===== config.mk =====
export PLATFORM = sky130hd
export DESIGN_NAME = roll_scheduler
export DESIGN_NICKNAME = d
export VERILOG_FILES = /design/src/rtl/roll_scheduler.sv
export SDC_FILE = /design/constraint.sdc
export NUM_CORES = 1
export LEC_CHECK = 0
export ABC_CLOCK_PERIOD_IN_PS = 2200
export CORE_MARGIN = 4
export CORE_UTILIZATION = 33
export DETAILED_ROUTE_END_ITERATION = 10
export PLACE_DENSITY = 0.54
export SLEW_MARGIN = 5
export SYNTH_ARGS = -nofsm -noshare
export SYNTH_HDL_FRONTEND = slang
export SYNTH_SLANG_ARGS = --single-unit

===== constraint.sdc =====
create_clock -name i_clk -period 2.2 [get_ports i_clk]
set_input_delay 0.44 -clock i_clk [delete_from_list [all_inputs] [get_ports i_clk]]
set_output_delay 0.44 -clock i_clk [all_outputs]
set_load 0.03 [all_outputs]

===== src/rtl/roll_scheduler.sv =====
`default_nettype none
// ============================================================================
// Module   : roll_scheduler
// Brief    : Sequencing controller for the 4-bit LFSR dice datapath. Loads the
//            seed on start, issues step pulses on a decelerating tick schedule,
//            captures the settled value and keeps a one-deep roll history.
// Revision : 1.0 - initial release
// ============================================================================
module roll_scheduler #(
  parameter int TICK_W    = 23,
  parameter int LAST_TICK = 14
) (
  input  logic       i_clk,
  input  logic       i_rst_n,
  input  logic       i_start,
  input  logic       i_stop,
  input  logic       i_recall,
  input  logic [3:0] i_rand,
  output logic       o_load_seed,
  output logic       o_step,
  output logic [3:0] o_result,
  output logic [3:0] o_prev,
  output logic       o_busy,
  output logic       o_done
);

  typedef enum logic [1:0] {
    S_IDLE   = 2'd0,
    S_RUN    = 2'd1,
    S_FINISH = 2'd2
  } state_t;

  // Tick counter terminal value and the value one cycle before it. Steps are
  // registered, so the decision is taken in the cycle before the tick event.
  localparam logic [TICK_W-1:0] C_CNT_MAX  = '1;
  localparam logic [TICK_W-1:0] C_CNT_PRE  = C_CNT_MAX ^ TICK_W'(1);
  localparam logic [3:0]        C_LAST_IDX = 4'(LAST_TICK);
  // Six steps per roll; index of the final one.
  localparam logic [2:0]        C_LAST_STEP = 3'd5;

  state_t            r_state;
  state_t            w_state_nxt;
  logic [TICK_W-1:0] r_tick_cnt;
  logic [TICK_W-1:0] w_tick_cnt_nxt;
  logic [3:0]        r_tick_idx;
  logic [3:0]        w_tick_idx_nxt;
  logic [2:0]        r_step_idx;
  logic [2:0]        w_step_idx_nxt;
  logic [3:0]        r_last;
  logic [3:0]        w_last_nxt;
  logic [3:0]        w_result_nxt;
  logic [3:0]        w_prev_nxt;
  logic              w_load_nxt;
  logic              w_step_nxt;
  logic              w_done_nxt;
  logic [3:0]        w_idx_inc;

  // Decelerating schedule: tick indices at which the LFSR advances.
  function automatic logic is_step_tick(input logic [3:0] idx);
    return (idx == 4'd1) || (idx == 4'd2) || (idx == 4'd4) ||
           (idx == 4'd7) || (idx == 4'd10) || (idx == C_LAST_IDX);
  endfunction

  assign w_idx_inc = r_tick_idx + 4'd1;
  assign o_busy    = (r_state != S_IDLE);

  // Next-state and next-output decode; every target holds by default.
  always_comb begin
    w_state_nxt    = r_state;
    w_tick_cnt_nxt = r_tick_cnt;
    w_tick_idx_nxt = r_tick_idx;
    w_step_idx_nxt = r_step_idx;
    w_last_nxt     = r_last;
    w_result_nxt   = o_result;
    w_prev_nxt     = o_prev;
    w_load_nxt     = 1'b0;
    w_step_nxt     = 1'b0;
    w_done_nxt     = 1'b0;
    case (r_state)
      S_IDLE: begin
        w_result_nxt = i_recall ? o_prev : r_last;
        if (i_start) begin
          w_state_nxt    = S_RUN;
          w_load_nxt     = 1'b1;
          w_tick_cnt_nxt = '0;
          w_tick_idx_nxt = 4'd0;
          w_step_idx_nxt = 3'd0;
        end
      end
      S_RUN: begin
        w_result_nxt = i_rand;
        if (i_start) begin
          // Restart: the aborted roll leaves no trace in the history.
          w_load_nxt     = 1'b1;
          w_tick_cnt_nxt = '0;
          w_tick_idx_nxt = 4'd0;
          w_step_idx_nxt = 3'd0;
        end else if (i_stop || (o_step && (r_step_idx == C_LAST_STEP))) begin
          // A step already on the output this cycle still completes.
          w_state_nxt = S_FINISH;
        end else begin
          w_tick_cnt_nxt = r_tick_cnt + TICK_W'(1);
          if ((r_tick_cnt == C_CNT_MAX) && (r_tick_idx != C_LAST_IDX)) begin
            w_tick_idx_nxt = w_idx_inc;
          end
          w_step_nxt = (r_tick_cnt == C_CNT_PRE) && is_step_tick(w_idx_inc);
          if (o_step) begin
            w_step_idx_nxt = r_step_idx + 3'd1;
          end
        end
      end
      S_FINISH: begin
        w_result_nxt = i_rand;
        w_prev_nxt   = r_last;
        w_last_nxt   = i_rand;
        w_done_nxt   = 1'b1;
        w_state_nxt  = S_IDLE;
      end
      default: begin
        w_state_nxt = S_IDLE;
      end
    endcase
  end

  // State register.
  always_ff @(posedge i_clk or negedge i_rst_n) begin
    if (!i_rst_n) begin
      r_state <= S_IDLE;
    end else begin
      r_state <= w_state_nxt;
    end
  end

  // Counters, history and registered outputs.
  always_ff @(posedge i_clk or negedge i_rst_n) begin
    if (!i_rst_n) begin
      r_tick_cnt  <= '0;
      r_tick_idx  <= 4'd0;
      r_step_idx  <= 3'd0;
      r_last      <= 4'd0;
      o_result    <= 4'd0;
      o_prev      <= 4'd0;
      o_load_seed <= 1'b0;
      o_step      <= 1'b0;
      o_done      <= 1'b0;
    end else begin
      r_tick_cnt  <= w_tick_cnt_nxt;
      r_tick_idx  <= w_tick_idx_nxt;
      r_step_idx  <= w_step_idx_nxt;
      r_last      <= w_last_nxt;
      o_result    <= w_result_nxt;
      o_prev      <= w_prev_nxt;
      o_load_seed <= w_load_nxt;
      o_step      <= w_step_nxt;
      o_done      <= w_done_nxt;
    end
  end

endmodule
`default_nettype wire


Yosys cells after proc, flatten, opt, wreduce, memory -nomap -nowiden
Cells that the tools add are included.
{ "word_totals": {"register_bits": 47, "latch_bits": 0, "ramBits": 0, "mem_bits_ro": 0, "input_bits": 9, "output_inout_bits": 12, "elab_cells": 76, "n_memories": 0} }
{ "op_classes": {"n_addsub": 3, "n_mul": 0, "n_div": 0, "order_cmp": 0, "n_eq_ne": 18, "n_shift": 0, "mux": 26, "bitwise_logic": 0, "reduce_logical": 19} }
{ "ops": {"columns": ["operator", "count"], "rows": [
  ["23-bit two-way mux", 3],
  ["23-bit equality test (second input constant)", 2],
  ["23-bit one-hot mux with 2 select lines", 1],
  ["23-bit by 1-bit adder with 23-bit output (second input constant)", 1],
  ["4-bit two-way mux", 5],
  ["4-bit one-hot mux with 2 select lines", 2],
  ["3-bit two-way mux", 4],
  ["3-bit inequality test (second input constant)", 3],
  ["4-bit by 3-bit equality test with 1-bit output (second input constant)", 2],
  ["4-bit equality test (second input constant)", 2],
  ["4-bit AND reduction", 2],
  ["1-bit logical OR", 6],
  ["1-bit two-way mux", 6],
  ["2-bit two-way mux", 3],
  ["2-bit inequality test (second input constant)", 3],
  ["3-bit one-hot mux with 2 select lines", 1],
  ["3-bit AND reduction", 2],
  ["2-bit nonzero test", 3],
  ["4-bit by 1-bit adder with 4-bit output (second input constant)", 1],
  ["4-bit by 1-bit equality test with 1-bit output (second input constant)", 1],
  ["4-bit by 2-bit equality test with 1-bit output (second input constant)", 1],
  ["4-bit inequality test (second input constant)", 1],
  ["2-bit one-hot mux with 2 select lines", 1],
  ["2-bit OR reduction", 2],
  ["6 further kinds", 8]
]} }

Longest topological paths before layout
{ "depth": {"word_depth": 11, "mapped_depth": 9, "ltp_nobuf": 7} }

Least setup slack after synthesis
OpenSTA, ideal clock, no wires.
{ "synth_timing": {"path_kind": "reg-to-reg", "startpoint": "reg r_tick_idx[0]", "endpoint": "reg r_tick_idx[0]", "setup_ns": 0.079, "t_arrival_ns": 1.920, "required_time_ns": 2.121, "setup_slack_ns": 0.201, "path_stages_with_launch": 7, "n_path_buf": 0, "period_less_slack_ns": 1.999, "cell_sequence": "dfrtp_1 inv_1 ha_1 and3_1 or4b_1 nor4_4 mux2i_1"} }
{ "synth_via": {"elab_chain_cells": 5, "word_cells_on_any_way": 9, "classes_between": "add/sub (1); eq/ne (2); mux (4); reduce/logical (2)"} }
{ "synth_lines": {"columns": ["item", "line", "rtl"], "rows": [
  ["from (decl)", "45", "logic [3:0] r_tick_idx;"],
  ["from (signal assigned)", "148", "r_tick_idx <= w_tick_idx_nxt;"],
  ["4-bit by 1-bit adder with 4-bit output", "64", "assign w_idx_inc = r_tick_idx + 4'd1;"],
  ["4-bit two-way mux", "103", "if ((r_tick_cnt == C_CNT_MAX) && (r_tick_idx != C_LAST_IDX)) begin"],
  ["4-bit two-way mux", "98", "end else if (i_stop || (o_step && (r_step_idx == C_LAST_STEP))) begin"],
  ["4-bit two-way mux", "92", "if (i_start) begin"],
  ["4-bit one-hot mux with 2 select lines", "79", "case (r_state)"]
]} }
Several ways; a longest one is shown, not always the timed one. The select of a mux whose other input is x is not followed.
A chain may end at the register's enable or synchronous reset.

Worst setup path after layout
{ "layout_timing": {"startpoint": "reg r_state[1]", "endpoint": "out o_busy"} }
{ "layout_via": {"elab_chain_cells": 1} }
{ "layout_lines": {"columns": ["item", "line", "rtl"], "rows": [
  ["from (decl)", "41", "state_t r_state;"],
  ["from (signal assigned)", "130", "r_state <= w_state_nxt;"],
  ["2-bit nonzero test", "65", "assign o_busy = (r_state != S_IDLE);"],
  ["to (decl)", "23", "output logic o_busy,"]
]} }
Every way passes these cells.

==> out/qor.txt <==
DR pass1 iterations - 4
Worst clock skew - 0.00671 ns
Distinct cell type count after synthesis - 49
# rows - 32
Syn Inst Count - 273
Clk root buf - clkbuf_8
Top cells by count, synth - 47 x dfrtp_1, 24 x nand2_1, 17 x a21oi_1, 16 x o21ai_0
Mapped Area - 2680 µm²
I/O pin count - 21
DRC - 0
First-pass GRT wire length - 10300 µm
Slew @ Worst Pin - 0.539 ns
Die height - 98.0 µm
Seq cells post-synth - 47
Final estimated routing congestion in global placement - 0.842
Die Width - 98.0 µm
Final core utilization - 41.5%
Leak - 1.33 nW
Register area share after synthesis - 44.0%
Post-CTS Setup Bufs - 0
Max IR drop VDD - 0.000292 V
Comb pwr share - 40.1%
Yosys warnings - 0
Min cycle time layout - 2.05 ns
Final WS setup - 0.148 ns
Period utilization - 93.3%
Grt ovf - 0
MaxCap Viol Count - 0
Via count - 2149
Antenna violation net count after detailed routing - 0
WP data required - 1.76 ns
Critical path peak fanout - 6
PD cells - 956 nW/µm²
HP Class - input pin to async pin
DR vias/cell - 5.25
Sequential share of power - 35.2%
CTS sink cnt - 47
TritonCTS clock tree - done
Clock buffer depth - 2
Post-route insts no fill - 409
Area Overhead vs Synth - 21.2%
Critical path class - register to output pin
Dpl ws - -0.0191 ns
Psw - 1.11 mW
Final #Nets - 329
Final wirelength - 6070 µm
Placed insts - 401
# diodes - 0
Fraction of layout cells with a size suffix above 1 - 14.0%
Top-area cell type share of the netlist area - 44.0%
Avg Synthesized Cell Area - 9.80 µm²
WL/cell - 14.8 µm
Hold violation count in the final report - 0
Max-slew violations - 0
Rel. slew slack - 64.1%
Worst Setup Start Kind - register
Clock power share - 24.7%
Async SR Flop Fraction - 100%
CTS Buf Count - 5
Ys flop type - dfrtp_1
Largest area contributor in the synthesized netlist - dfrtp_1
Initial Utilization - 34.3%
DR iter-0 viols - 82
PortBufs - 20
Final Hold Slack - 0.102 ns
Run status - completed
H-tree depth - 2
Worst Setup End Kind - output pin
Mapped Nets - 296
Clock transition at path regs - 0.10 ns
All-Layer GR Usage - 13.1%
Total power - 3.10 mW
Max Fclk - 0.487 GHz
Worst skew pair latency - 0.30 ns
Die area - 9610 µm²
Post-synth EDFFs - 0
DP HPWL - 4440 µm
Vias in the first global route - 2050
Largest net degree at the start of global routing - 28
Final setup fails - 0
Initial antenna violation count - 0
Unrepaired setup endpoints after global routing - false
Core area - 7810 µm²
Sw Share - 35.9%
Count leader, synth - dfrtp_1
Critical path arrival - 1.61 ns
Synth top area cells - dfrtp_1 44%, ha_1 6.5%, mux2i_1 4.1%
Cell Int Power - 1.99 mW
## state kept, by name, indices dropped and copies added (netlist names)
register     flops
o_result         4
o_prev           4
o_done           1
r_tick_cnt      23
o_load_seed      1
o_step           1
r_step_idx       3
r_tick_idx       4
r_last           4
r_state          2
## final cells by class
type | instances | area (µm²)
fill | 784 | 4570
multi-input combinational | 202 | 1400
sequential | 47 | 1180
timing repair buffer | 39 | 362
tap | 102 | 128
clock buffer | 5 | 68.8
clock inverter | 3 | 67.6
inverter | 11 | 41.3
## placed cells by master (no fill, tap or decap), types with 10 or more instances in the layout
cell	instances
nand3_1	14
o21ai_0	16
nor2_1	12
dfrtp_1	47
ha_1	13
clkdlybuf4s50_1	18
nand4_1	12
buf_4	17
a21oi_1	17
nand2_1	24
inv_1	10
mux2i_1	11
## through the flow
step	cell area (µm²)	setup TNS, ns
finish	3240	0
global route	3240	0
CTS	3240	0
detailed placement	3100	-0.0191
global placement	3100	0
floorplan	2680	0
## worst max-delay path, stage by stage (launching register included)
cell           delay (ns)
dfrtp_1              0.41
inv_1                0.11
ha_2                 0.27
buf_4                0.15
inv_1                0.03
dlygate4sd2_1        0.34
## logic make-up (layout without fill, tap and decap cells)
group           Yosys count  in the layout  synth area share, %
simple gates            108            108                 23.5
compound gates           55             55                 12.7
flops                    47             47                 44.0
buf+inv                  24             58                 3.84
mux                      19             19                 7.48
fa+ha+maj                14             14                 6.55
xor+xnor                  6              6                 1.96
## path summary, 6_finish.rpt
path                                              to                     from  slack, ns  cells past startpoint
max                                           o_busy   r_state[1]$_DFFE_PN0P_       0.15                      5
min                          o_result[3]$_DFFE_PN0P_                  i_rst_n       0.10                      1
max reg2reg                r_tick_cnt[5]$_DFFE_PN0P_   r_state[1]$_DFFE_PN0P_       0.17                      7
min reg2reg                  o_result[2]$_DFFE_PN0P_  o_result[2]$_DFFE_PN0P_       0.49                      2
max in group asynchronous           o_step$_DFF_PN0_                  i_rst_n       1.56                      2
min in group i_clk           o_result[2]$_DFFE_PN0P_  o_result[2]$_DFFE_PN0P_       0.49                      2
## power by group through the flow
stage	sequential [mW]	clock (mW)	combinational [mW]
floorplan	1.26	0	0.611
global placement	1.11	0	1.25
detailed placement	1.11	0	1.26
CTS	1.09	0.788	1.26
global route	1.11	0.822	1.36
finish	1.09	0.767	1.24
## repair_timing
action	CTS	global route
gates resized for setup	2	0
pin swaps	0	1
hold buffers	0	0
setup endpoints to repair	1	3
hold endpoints to repair	0	0
## per-layer routing
metal	up-vias	global-route usage, %	wire, µm
met2	40	20.2	2740
met4	0	4.47	77
met3	6	2.86	220
met5	-	0	0
met1	1028	18.3	3030
li1	1075	-	-
(Power assumes the default switching activity.)
